## src/rtl/prog_loader.sv

```systemverilog
// Program loader: parses a SYNC/LEN/DATA/CHK byte stream, writes each data byte
// into program memory, and holds the CPU until a frame with a good checksum lands.
module prog_loader #(
    parameter int         ADDR_W        = 4,
    parameter logic [7:0] SYNC_BYTE     = 8'hA5,
    parameter int         TIMEOUT       = 255,
    parameter logic       HOLD_AT_RESET = 1'b1
) (
    input  logic              clk,
    input  logic              rst_n,
    input  logic              in_valid,
    input  logic [7:0]        in_data,
    output logic              in_ready,
    output logic              prog_we,
    output logic [ADDR_W-1:0] prog_addr,
    output logic [7:0]        prog_data,
    output logic              cpu_hold,
    output logic              load_done,
    output logic              load_err,
    output logic [ADDR_W:0]   words_loaded
);

    localparam int CNT_W = (TIMEOUT > 0) ? $clog2(TIMEOUT + 1) : 1;
    localparam logic [CNT_W-1:0] TO_LAST = CNT_W'((TIMEOUT > 0) ? (TIMEOUT - 1) : 0);
    localparam int LEN_W = ADDR_W + 1;

    typedef enum logic [1:0] {
        S_SYNC = 2'd0,
        S_LEN  = 2'd1,
        S_DATA = 2'd2,
        S_CHK  = 2'd3
    } state_t;

    state_t            state_q, state_d;
    logic [LEN_W-1:0]  len_q, len_d;
    logic [7:0]        chk_q, chk_d;
    logic [CNT_W-1:0]  tcnt_q, tcnt_d;
    logic              prog_we_q, prog_we_d;
    logic [ADDR_W-1:0] prog_addr_q, prog_addr_d;
    logic [7:0]        prog_data_q, prog_data_d;
    logic              cpu_hold_q, cpu_hold_d;
    logic              load_done_q, load_done_d;
    logic              load_err_q, load_err_d;
    logic [LEN_W-1:0]  words_q, words_d;
    logic              accept_s;
    logic              len_ok_s;
    logic              to_hit_s;
    logic [7:0]        chk_sum_s;

    // Next-state, datapath and output decode for the frame parser
    always_comb begin
        state_d     = state_q;
        len_d       = len_q;
        chk_d       = chk_q;
        tcnt_d      = tcnt_q;
        prog_we_d   = 1'b0;
        prog_addr_d = prog_addr_q;
        prog_data_d = prog_data_q;
        cpu_hold_d  = cpu_hold_q;
        load_done_d = 1'b0;
        load_err_d  = load_err_q;
        words_d     = words_q;

        accept_s  = in_valid;
        len_ok_s  = (in_data != 8'd0) && ({24'd0, in_data} <= 32'(2 ** ADDR_W));
        chk_sum_s = chk_q + in_data;
        // An accepted byte always beats an expiring timeout
        to_hit_s  = (TIMEOUT > 0) && (state_q != S_SYNC) && !accept_s && (tcnt_q == TO_LAST);

        if ((state_q == S_SYNC) || accept_s || to_hit_s) begin
            tcnt_d = {CNT_W{1'b0}};
        end else if (TIMEOUT > 0) begin
            tcnt_d = tcnt_q + CNT_W'(1);
        end else begin
            tcnt_d = {CNT_W{1'b0}};
        end

        case (state_q)
            S_SYNC: begin
                if (accept_s && (in_data == SYNC_BYTE)) begin
                    state_d    = S_LEN;
                    cpu_hold_d = 1'b1;
                    load_err_d = 1'b0;
                    words_d    = {LEN_W{1'b0}};
                end else begin
                    state_d = S_SYNC;
                end
            end
            S_LEN: begin
                if (accept_s) begin
                    if (len_ok_s) begin
                        len_d   = LEN_W'(in_data);
                        chk_d   = in_data;
                        state_d = S_DATA;
                    end else begin
                        load_err_d = 1'b1;
                        state_d    = S_SYNC;
                    end
                end else if (to_hit_s) begin
                    load_err_d = 1'b1;
                    state_d    = S_SYNC;
                end else begin
                    state_d = S_LEN;
                end
            end
            S_DATA: begin
                if (accept_s) begin
                    chk_d       = chk_sum_s;
                    prog_we_d   = 1'b1;
                    prog_addr_d = words_q[ADDR_W-1:0];
                    prog_data_d = in_data;
                    words_d     = words_q + LEN_W'(1);
                    if ((words_q + LEN_W'(1)) == len_q) begin
                        state_d = S_CHK;
                    end else begin
                        state_d = S_DATA;
                    end
                end else if (to_hit_s) begin
                    load_err_d = 1'b1;
                    state_d    = S_SYNC;
                end else begin
                    state_d = S_DATA;
                end
            end
            S_CHK: begin
                if (accept_s) begin
                    state_d = S_SYNC;
                    if (chk_sum_s == 8'd0) begin
                        load_done_d = 1'b1;
                        cpu_hold_d  = 1'b0;
                    end else begin
                        load_err_d = 1'b1;
                    end
                end else if (to_hit_s) begin
                    load_err_d = 1'b1;
                    state_d    = S_SYNC;
                end else begin
                    state_d = S_CHK;
                end
            end
            default: begin
                state_d = S_SYNC;
            end
        endcase
    end

    // State and output registers
    always_ff @(posedge clk or negedge rst_n) begin
        if (!rst_n) begin
            state_q     <= S_SYNC;
            len_q       <= {LEN_W{1'b0}};
            chk_q       <= 8'd0;
            tcnt_q      <= {CNT_W{1'b0}};
            prog_we_q   <= 1'b0;
            prog_addr_q <= {ADDR_W{1'b0}};
            prog_data_q <= 8'd0;
            cpu_hold_q  <= HOLD_AT_RESET;
            load_done_q <= 1'b0;
            load_err_q  <= 1'b0;
            words_q     <= {LEN_W{1'b0}};
        end else begin
            state_q     <= state_d;
            len_q       <= len_d;
            chk_q       <= chk_d;
            tcnt_q      <= tcnt_d;
            prog_we_q   <= prog_we_d;
            prog_addr_q <= prog_addr_d;
            prog_data_q <= prog_data_d;
            cpu_hold_q  <= cpu_hold_d;
            load_done_q <= load_done_d;
            load_err_q  <= load_err_d;
            words_q     <= words_d;
        end
    end

    assign in_ready     = 1'b1;
    assign prog_we      = prog_we_q;
    assign prog_addr    = prog_addr_q;
    assign prog_data    = prog_data_q;
    assign cpu_hold     = cpu_hold_q;
    assign load_done    = load_done_q;
    assign load_err     = load_err_q;
    assign words_loaded = words_q;

endmodule

```

## config.mk

```make
export PLATFORM = sky130hd
export DESIGN_NAME = prog_loader
export DESIGN_NICKNAME = d
export VERILOG_FILES = /design/src/rtl/prog_loader.sv
export SDC_FILE = /design/constraint.sdc
export NUM_CORES = 1
export LEC_CHECK = 0
export CAP_MARGIN = 5
export CORE_ASPECT_RATIO = 0.6
export CORE_MARGIN = 2
export CORE_UTILIZATION = 61
export CTS_BUF_LIST = sky130_fd_sc_hd__clkbuf_4
export DETAILED_ROUTE_END_ITERATION = 7
export GPL_ROUTABILITY_DRIVEN = 0
export MAX_ROUTING_LAYER = met4
export PLACE_DENSITY_LB_ADDON = 0.2
export SYNTH_ARGS = -nofsm -noshare
export SYNTH_HDL_FRONTEND = slang
export SYNTH_SLANG_ARGS = --single-unit
```

## constraint.sdc

```tcl
create_clock -name clk -period 3.3 [get_ports clk]
set_input_delay 0.66 -clock clk [delete_from_list [all_inputs] [get_ports clk]]
set_output_delay 0.66 -clock clk [all_outputs]
set_load 0.05 [all_outputs]
```

==> results of run 1 <==
==> synthesized netlist by cell type, drive strengths merged (2+ instances only) <==
| library cell | instances |
|---|---|
| a211oi | 4 |
| xnor2 | 8 |
| a41oi | 2 |
| ha | 10 |
| buf | 6 |
| nor2 | 19 |
| o21ai | 19 |
| dfrtp | 43 |
| mux2 | 4 |
| nand2 | 54 |
| a21oi | 10 |
| nor2b | 4 |
| and2 | 3 |
| o31ai | 2 |
| nor3 | 4 |
| mux2i | 3 |
| inv | 8 |
| nand3 | 6 |
| nor3b | 2 |
| nor4 | 2 |
| xor2 | 9 |
| nand2b | 3 |
| nand4 | 5 |
| o311ai | 3 |
| a221oi | 2 |
==> final cells by class <==
type                    instances  area, µm²  area share
well taps                      47       58.8      0.0206
repair buffers                 36        343       0.120
flip-flops and latches         44       1100       0.386
multi-input cells             191       1200       0.419
clock buffers                   5       37.5      0.0131
clock inverters                 3       90.1      0.0315
inverters                       8       30.0      0.0105
==> flip-flops by register name, summed over array words and instances (netlist names) <==
name,cells
prog_addr,4
state_q,2
load_done,1
load_err,1
chk_q,8
tcnt_q,8
len_q,5
words_loaded,5
prog_data,8
prog_we,1
cpu_hold,1
==> layer usage <==
layer | vias up | part of all wire | GRT usage
li1 | 937 | - | -
met1 | 917 | 0.50 | 0.408
met2 | 93 | 0.40 | 0.381
met3 | 9 | 0.092 | 0.0709
met4 | 0 | 0.012 | 0.0794
met5 | - | 0 | -
==> logic make-up (layout without fill, tap and decap cells) <==
| logic type | count (synthesis) | after routing | synth area share |
|---|---|---|---|
| flops | 44 | 44 | 0.464 |
| fa+ha+maj | 11 | 11 | 0.0611 |
| compound gates | 45 | 45 | 0.122 |
| buf+inv | 15 | 52 | 0.0311 |
| xor+xnor | 17 | 17 | 0.0627 |
| simple gates | 110 | 110 | 0.226 |
| other cells | 1 | 1 | 0.00158 |
| mux | 7 | 7 | 0.0316 |
==> cell usage in the layout, fill, tap and decap left out, drive strengths merged, types with 2 or more instances in the layout <==
cell,netlist,final
o311ai,3,3
a41oi,2,2
mux2,4,4
a21oi,10,10
inv,8,8
bufinv,0,3
nor4,2,2
and2,3,3
xnor2,8,8
nand3,6,6
nor3b,2,2
xor2,9,9
buf,6,6
clkbuf,1,5
nor2,19,19
dfrtp,43,43
nor2b,4,4
nand4,5,5
clkdlybuf4s50,0,30
a211oi,4,4
ha,10,10
o31ai,2,2
nand2b,3,3
nand2,54,54
mux2i,3,3
a221oi,2,2
nor3,4,4
o21ai,19,19
==> worst max-delay path, cell delays in order <==
cell and delay (ps):
clkdlybuf4s50_1 520, ha_1 400, nor2b_1 170, o31a_1 270, o311ai_0 610, nor3_1 90
a211oi_1 250
==> through the flow <==
stage                     utilization  cell area (µm²)  hold slack [ps]  std cells
after floorplan                     -             2370              364        250
after global placement          0.738             2730              458        326
after detailed placement        0.738             2730              465        326
after CTS                       0.772             2860              466        334
after global routing            0.772             2860              501        334
final                           0.772             2860              422        334
==> worst paths after layout <==
path                            slack, ps                startpoint                       end
worst min register to register        500  prog_addr[0]$_DFFE_PN0P_  prog_addr[0]$_DFFE_PN0P_
max in group asynchronous            2300                     rst_n      chk_q[3]$_DFFE_PN0P_
worst max register to register        960      chk_q[0]$_DFFE_PN0P_      load_err$_DFFE_PN0P_
min in group clk                      500  prog_addr[0]$_DFFE_PN0P_  prog_addr[0]$_DFFE_PN0P_
worst max-delay path                  610                in_data[2]      load_err$_DFFE_PN0P_
worst min-delay path                  420                     rst_n         prog_we$_DFF_PN0_
==> report_power, final <==
| part | switching, W | internal, W | leakage, nW |
|---|---|---|---|
| logic | 0.000111 | 0.0000679 | 0.636 |
| registers | 0.0000105 | 0.000553 | 0.599 |
| clock network | 0.000180 | 0.000312 | 0.0654 |
| total | 0.000301 | 0.000933 | 1.30 |
==> metrics.csv, run 1 <==
stage,metric,value,unit
run_status,status,finished clean,
grt,track_usage,0.277,
yosys,synth_cell_types,50,
critical_path,cp-end-kind,flip-flop,
floorplanning,die_w,84.5,µm
yosys,synth-seq-cells,44,
critical_path,worstPathArrival,2970,ps
yosys,yosysSeqAreaShare,0.464,
critical_path,critical_path_class,in -> reg,
finish,diodes,0,
clock_tree,cts_tree,done,
timing,worst-slew-pin-transition,934,ps
hold_path,min_path_type,in -> async,
critical_path,setup.worst_path.start_class,input port,
timing,rsz0062_at_grt,no,
power,p_per_area,432,nW/µm²
clock_tree,cts_post_setup_buffers_inserted,0,
timing,fmax,372,MHz
drt,routedWlPerCell,16.2,µm
timing,fin_ws,614,ps
drt,drt_iter0_drc,152,
yosys,ys.flop_type,dfrtp_1,
drt,drc,0,
clock_tree,clk_latency,360,ps
power,p_leak,1.30,nW
placed_design,post-dp-hpwl,3900,µm
drt,routed_wl,5410,µm
critical_path,crit_required,3580,ps
finish,area_growth,20.5,%
critical_path,cp_max_fo,6,
grt,antenna_found_initial,0,
timing,period_share,0.814,
yosys,async_flop_share,1.00,
yosys,synth_top_cell_area_share,0.453,
clock_tree,cts.path.max_buffers,2,
grt,grt_pass1_wl,9000,µm
drt,drtAntennaViolNets,0,
floorplanning,die_area,4420,µm²
floorplanning,die_height,52.3,µm
yosys,synth_cells,250,
power,peakVddDrop,316,µV
timing,setup_tns,0,ps
finish,fill_cells,262,
drt,vias,1956,
yosys,synth_top_area_cell,dfrtp_1,
yosys,synthesis.nets,272,
finish,final_layout_size_suffix_gt1_frac,0.0941,
timing,fin_worst_skew,1.93,ps
floorplanning,rows,17,
finish,final_nets,308,
clock_tree,path_clk_slew,130,ps
timing,hold_violations,0,
timing,finalMaxSlewViolations,0,
grt,grt_max_degree,45,
yosys,synth_top_cells_by_area,"dfrtp_1 45%, nand2_1 8.4%, ha_1 5.3%, xor2_1 3.3%, o21ai_0 3.2%",
floorplanning,start_util,0.641,
placed_design,port_buffers,31,
yosys,ys.warnings.count,0,
critical_path,rr_worst_depth,8,
clock_tree,numCtsBuffers,5,
timing,relSlewSlack,0.377,
power,finalPower,0.00123,W
clock_tree,cts-resized-gates,0,
placed_design,place_ws,257,ps
floorplanning,ios,33,
clock_tree,htreeDepth,2,
yosys,postSynthAreaPerCell,9.49,µm²
yosys,syn_area,2370,µm²
grt,grt_pass1_vias,1840,
grt,grt_overflow,0,
flow_run,cap_violations,0,
timing,setup_violations,0,
yosys,synth_edf_count,0,
floorplanning,design.core.area,3700,µm²
drt,via_per_inst,5.86,
drt,firstDrtPassIters,4,
timing,min_period,2690,ps
clock_tree,root_buffer,clkbuf_4,
clock_tree,cts.sinks,44,
clock_tree,cts_hold_buf,0,
(Power assumes the default switching activity.)
==> inputs of run 2 (changes only) <==
CORE_UTILIZATION = 56   (was 61)
clock period = 2.66 ns   (was 3.3 ns; I/O delays follow)
==> run 2 against run 1 <==
Cell count increased by 8.1%. Combinational power increased by 32%. Die area increased by 8.4%. Setup slack got worse by 310 ps. Routed wire length decreased by 2.2%. Highest routed layer is now met3.
==> metrics.csv, run 2 (same netlist as run 1, synthesis figures left out) <==
stage,metric,value,unit,change
clock_tree,cts.path.max_buffers,2,,unchanged
drt,drc,0,,unchanged
floorplanning,die_area,4790,µm²,+8.4%
finish,final_common_cell,nand2_1,,
timing,min_period,2360,ps,
power,p_leak,1.33,nW,+2.4%
grt,grt_max_degree,28,,-38%
timing,rsz0062_at_grt,no,,
drt,vias,1949,,-0.36%
timing,period_share,0.887,,
clock_tree,cts-resized-gates,0,,unchanged
timing,setup_violations,0,,unchanged
placed_design,post-dp-hpwl,4110,µm,+5.6%
finish,final_layout_size_suffix_gt1_frac,0.133,,+0.0388
grt,grt_pass1_wl,8580,µm,-4.6%
critical_path,cp-end-kind,flip-flop,,
timing,holdWs,63.6,ps,-358 ps
grt,grt_overflow,0,,unchanged
floorplanning,design.core.area,4100,µm²,+11%
critical_path,critical_path_class,in -> reg,,
critical_path,cp_max_fo,3,,-3
timing,finalMaxSlewViolations,0,,unchanged
floorplanning,die_height,54.4,µm,+4.0%
power,switchingPower,0.000361,W,+20%
clock_tree,cts_post_setup_buffers_inserted,0,,unchanged
run_status,status,finished clean,,
clock_tree,path_clk_slew,140,ps,about the same
finish,final_core_util,0.710,,-0.0628
power,pwr-share-seq,0.557,,+0.100
drt,via_per_inst,5.40,,-7.8%
grt,track_usage,0.251,,-0.0259
timing,fmax,424,MHz,
floorplanning,die_w,88.1,µm,+4.2%
timing,relSlewSlack,0.633,,+0.256
flow_run,cap_violations,0,,unchanged
timing,worst-slew-pin-transition,546,ps,-388 ps
finish,layout_common_cells,"53 x nand2_1, 43 x dfrtp_1, 30 x clkdlybuf4s50_1",,
drt,drt_iter0_drc,150,,-1.3%
clock_tree,cts_hold_buf,0,,unchanged
placed_design,port_buffers,31,,unchanged
clock_tree,cts_tree,done,,
drt,drtAntennaViolNets,0,,unchanged
power,p_per_area,431,nW/µm²,about the same
finish,area_growth,22.6,%,
floorplanning,start_util,0.579,,-0.0623
clock_tree,cts.sinks,44,,unchanged
power,peakVddDrop,270,µV,-15%
timing,hold_violations,0,,unchanged
power,sw_frac_of_total,0.288,,+0.0434
drt,routed_wl,5300,µm,-2.2%
grt,antenna_found_initial,0,,unchanged
clock_tree,htreeDepth,2,,unchanged
clock_tree,clk_latency,350,ps,about the same
finish,diodes,0,,unchanged
power,clockPowerShare,0.255,,-0.143
timing,fin_worst_skew,16.3,ps,+14.4 ps
floorplanning,rows,18,,+1
critical_path,worstPathArrival,2650,ps,-320 ps
power,power_frac_comb,0.188,,+0.043
finish,final_nets,322,,+4.5%
critical_path,setup.worst_path.start_class,input port,,
critical_path,crit_required,2950,ps,-630 ps
clock_tree,numCtsBuffers,5,,unchanged
drt,routedWlPerCell,14.7,µm,-9.5%
hold_path,min_path_type,in -> async,,
clock_tree,root_buffer,clkbuf_4,,
power,p_int,0.000894,W,-4.2%
floorplanning,ios,33,,unchanged
drt,firstDrtPassIters,4,,unchanged
grt,grt_pass1_vias,1650,,-10%
run 2: cell types whose count changed in the layout (fill, tap and decap cells not counted), sizes merged:
cell      before  now
bufinv         3    0
clkinvlp       0    1
clkinv         0    1
clkbuf         5    6
buf            6   20
run 2: layout make-up:
cell class | instances | area, µm²
flip-flops and latches | 44 | 1100
well taps | 60 | 75.1
inverters | 8 | 30.0
clock inverters | 2 | 11.3
multi-input cells | 191 | 1200
clock buffers | 6 | 45.0
fillers | 358 | 1190
repair buffers | 50 | 448
run 2: power by group through the flow:
stage | clock (W) | sequential [W] | combinational [W]
after floorplan | 0 | 0.000745 | 0.0000978
after global placement | 0 | 0.000711 | 0.000231
after detailed placement | 0 | 0.000712 | 0.000235
after CTS | 0.000327 | 0.000699 | 0.000236
after global routing | 0.000358 | 0.000702 | 0.000258
final | 0.000320 | 0.000699 | 0.000236
run 2: worst max-delay path, stage by stage:
cell and delay (ps):
clkdlybuf4s50_1 490, ha_1 170, inv_1 50, fa_1 410, nor2b_1 210, o31a_1 170
o311ai_0 140, buf_4 180, nor2_1 130, and2_1 150
run 2: path summary, 6_finish.rpt:
kind	startpoint	endpoint	slack [ps]	cells past startpoint
min reg2reg	prog_data[5]$_DFFE_PN0P_	prog_data[5]$_DFFE_PN0P_	490	2
min in group clk	prog_data[5]$_DFFE_PN0P_	prog_data[5]$_DFFE_PN0P_	490	2
min	rst_n	prog_addr[1]$_DFFE_PN0P_	60	1
max	in_data[0]	load_done$_DFF_PN0_	300	10
max reg2reg	chk_q[0]$_DFFE_PN0P_	load_err$_DFFE_PN0P_	570	9
max in group asynchronous	rst_n	chk_q[1]$_DFFE_PN0P_	1900	2
run 2: metal layers:
layer | global-route usage | up-vias | part of all wire
li1 | - | 976 | -
met5 | - | - | 0
met3 | 0.0498 | 0 | 0.062
met1 | 0.418 | 912 | 0.56
met4 | 0.0303 | 0 | 0
met2 | 0.313 | 61 | 0.38
run 2: metrics by stage:
stage | instance area (µm²) | power (W) | setup WS [ps] | cells | TNS, ps
after global placement | 2850 | 0.000942 | 0.148 | 353 | 0
after floorplan | 2370 | 0.000843 | 502 | 250 | 0
after detailed placement | 2850 | 0.000947 | -50.3 | 353 | -79.0
after CTS | 2910 | 0.00126 | 328 | 361 | 0
after global routing | 2910 | 0.00132 | 82.5 | 361 | 0
final | 2910 | 0.00125 | 301 | 361 | 0
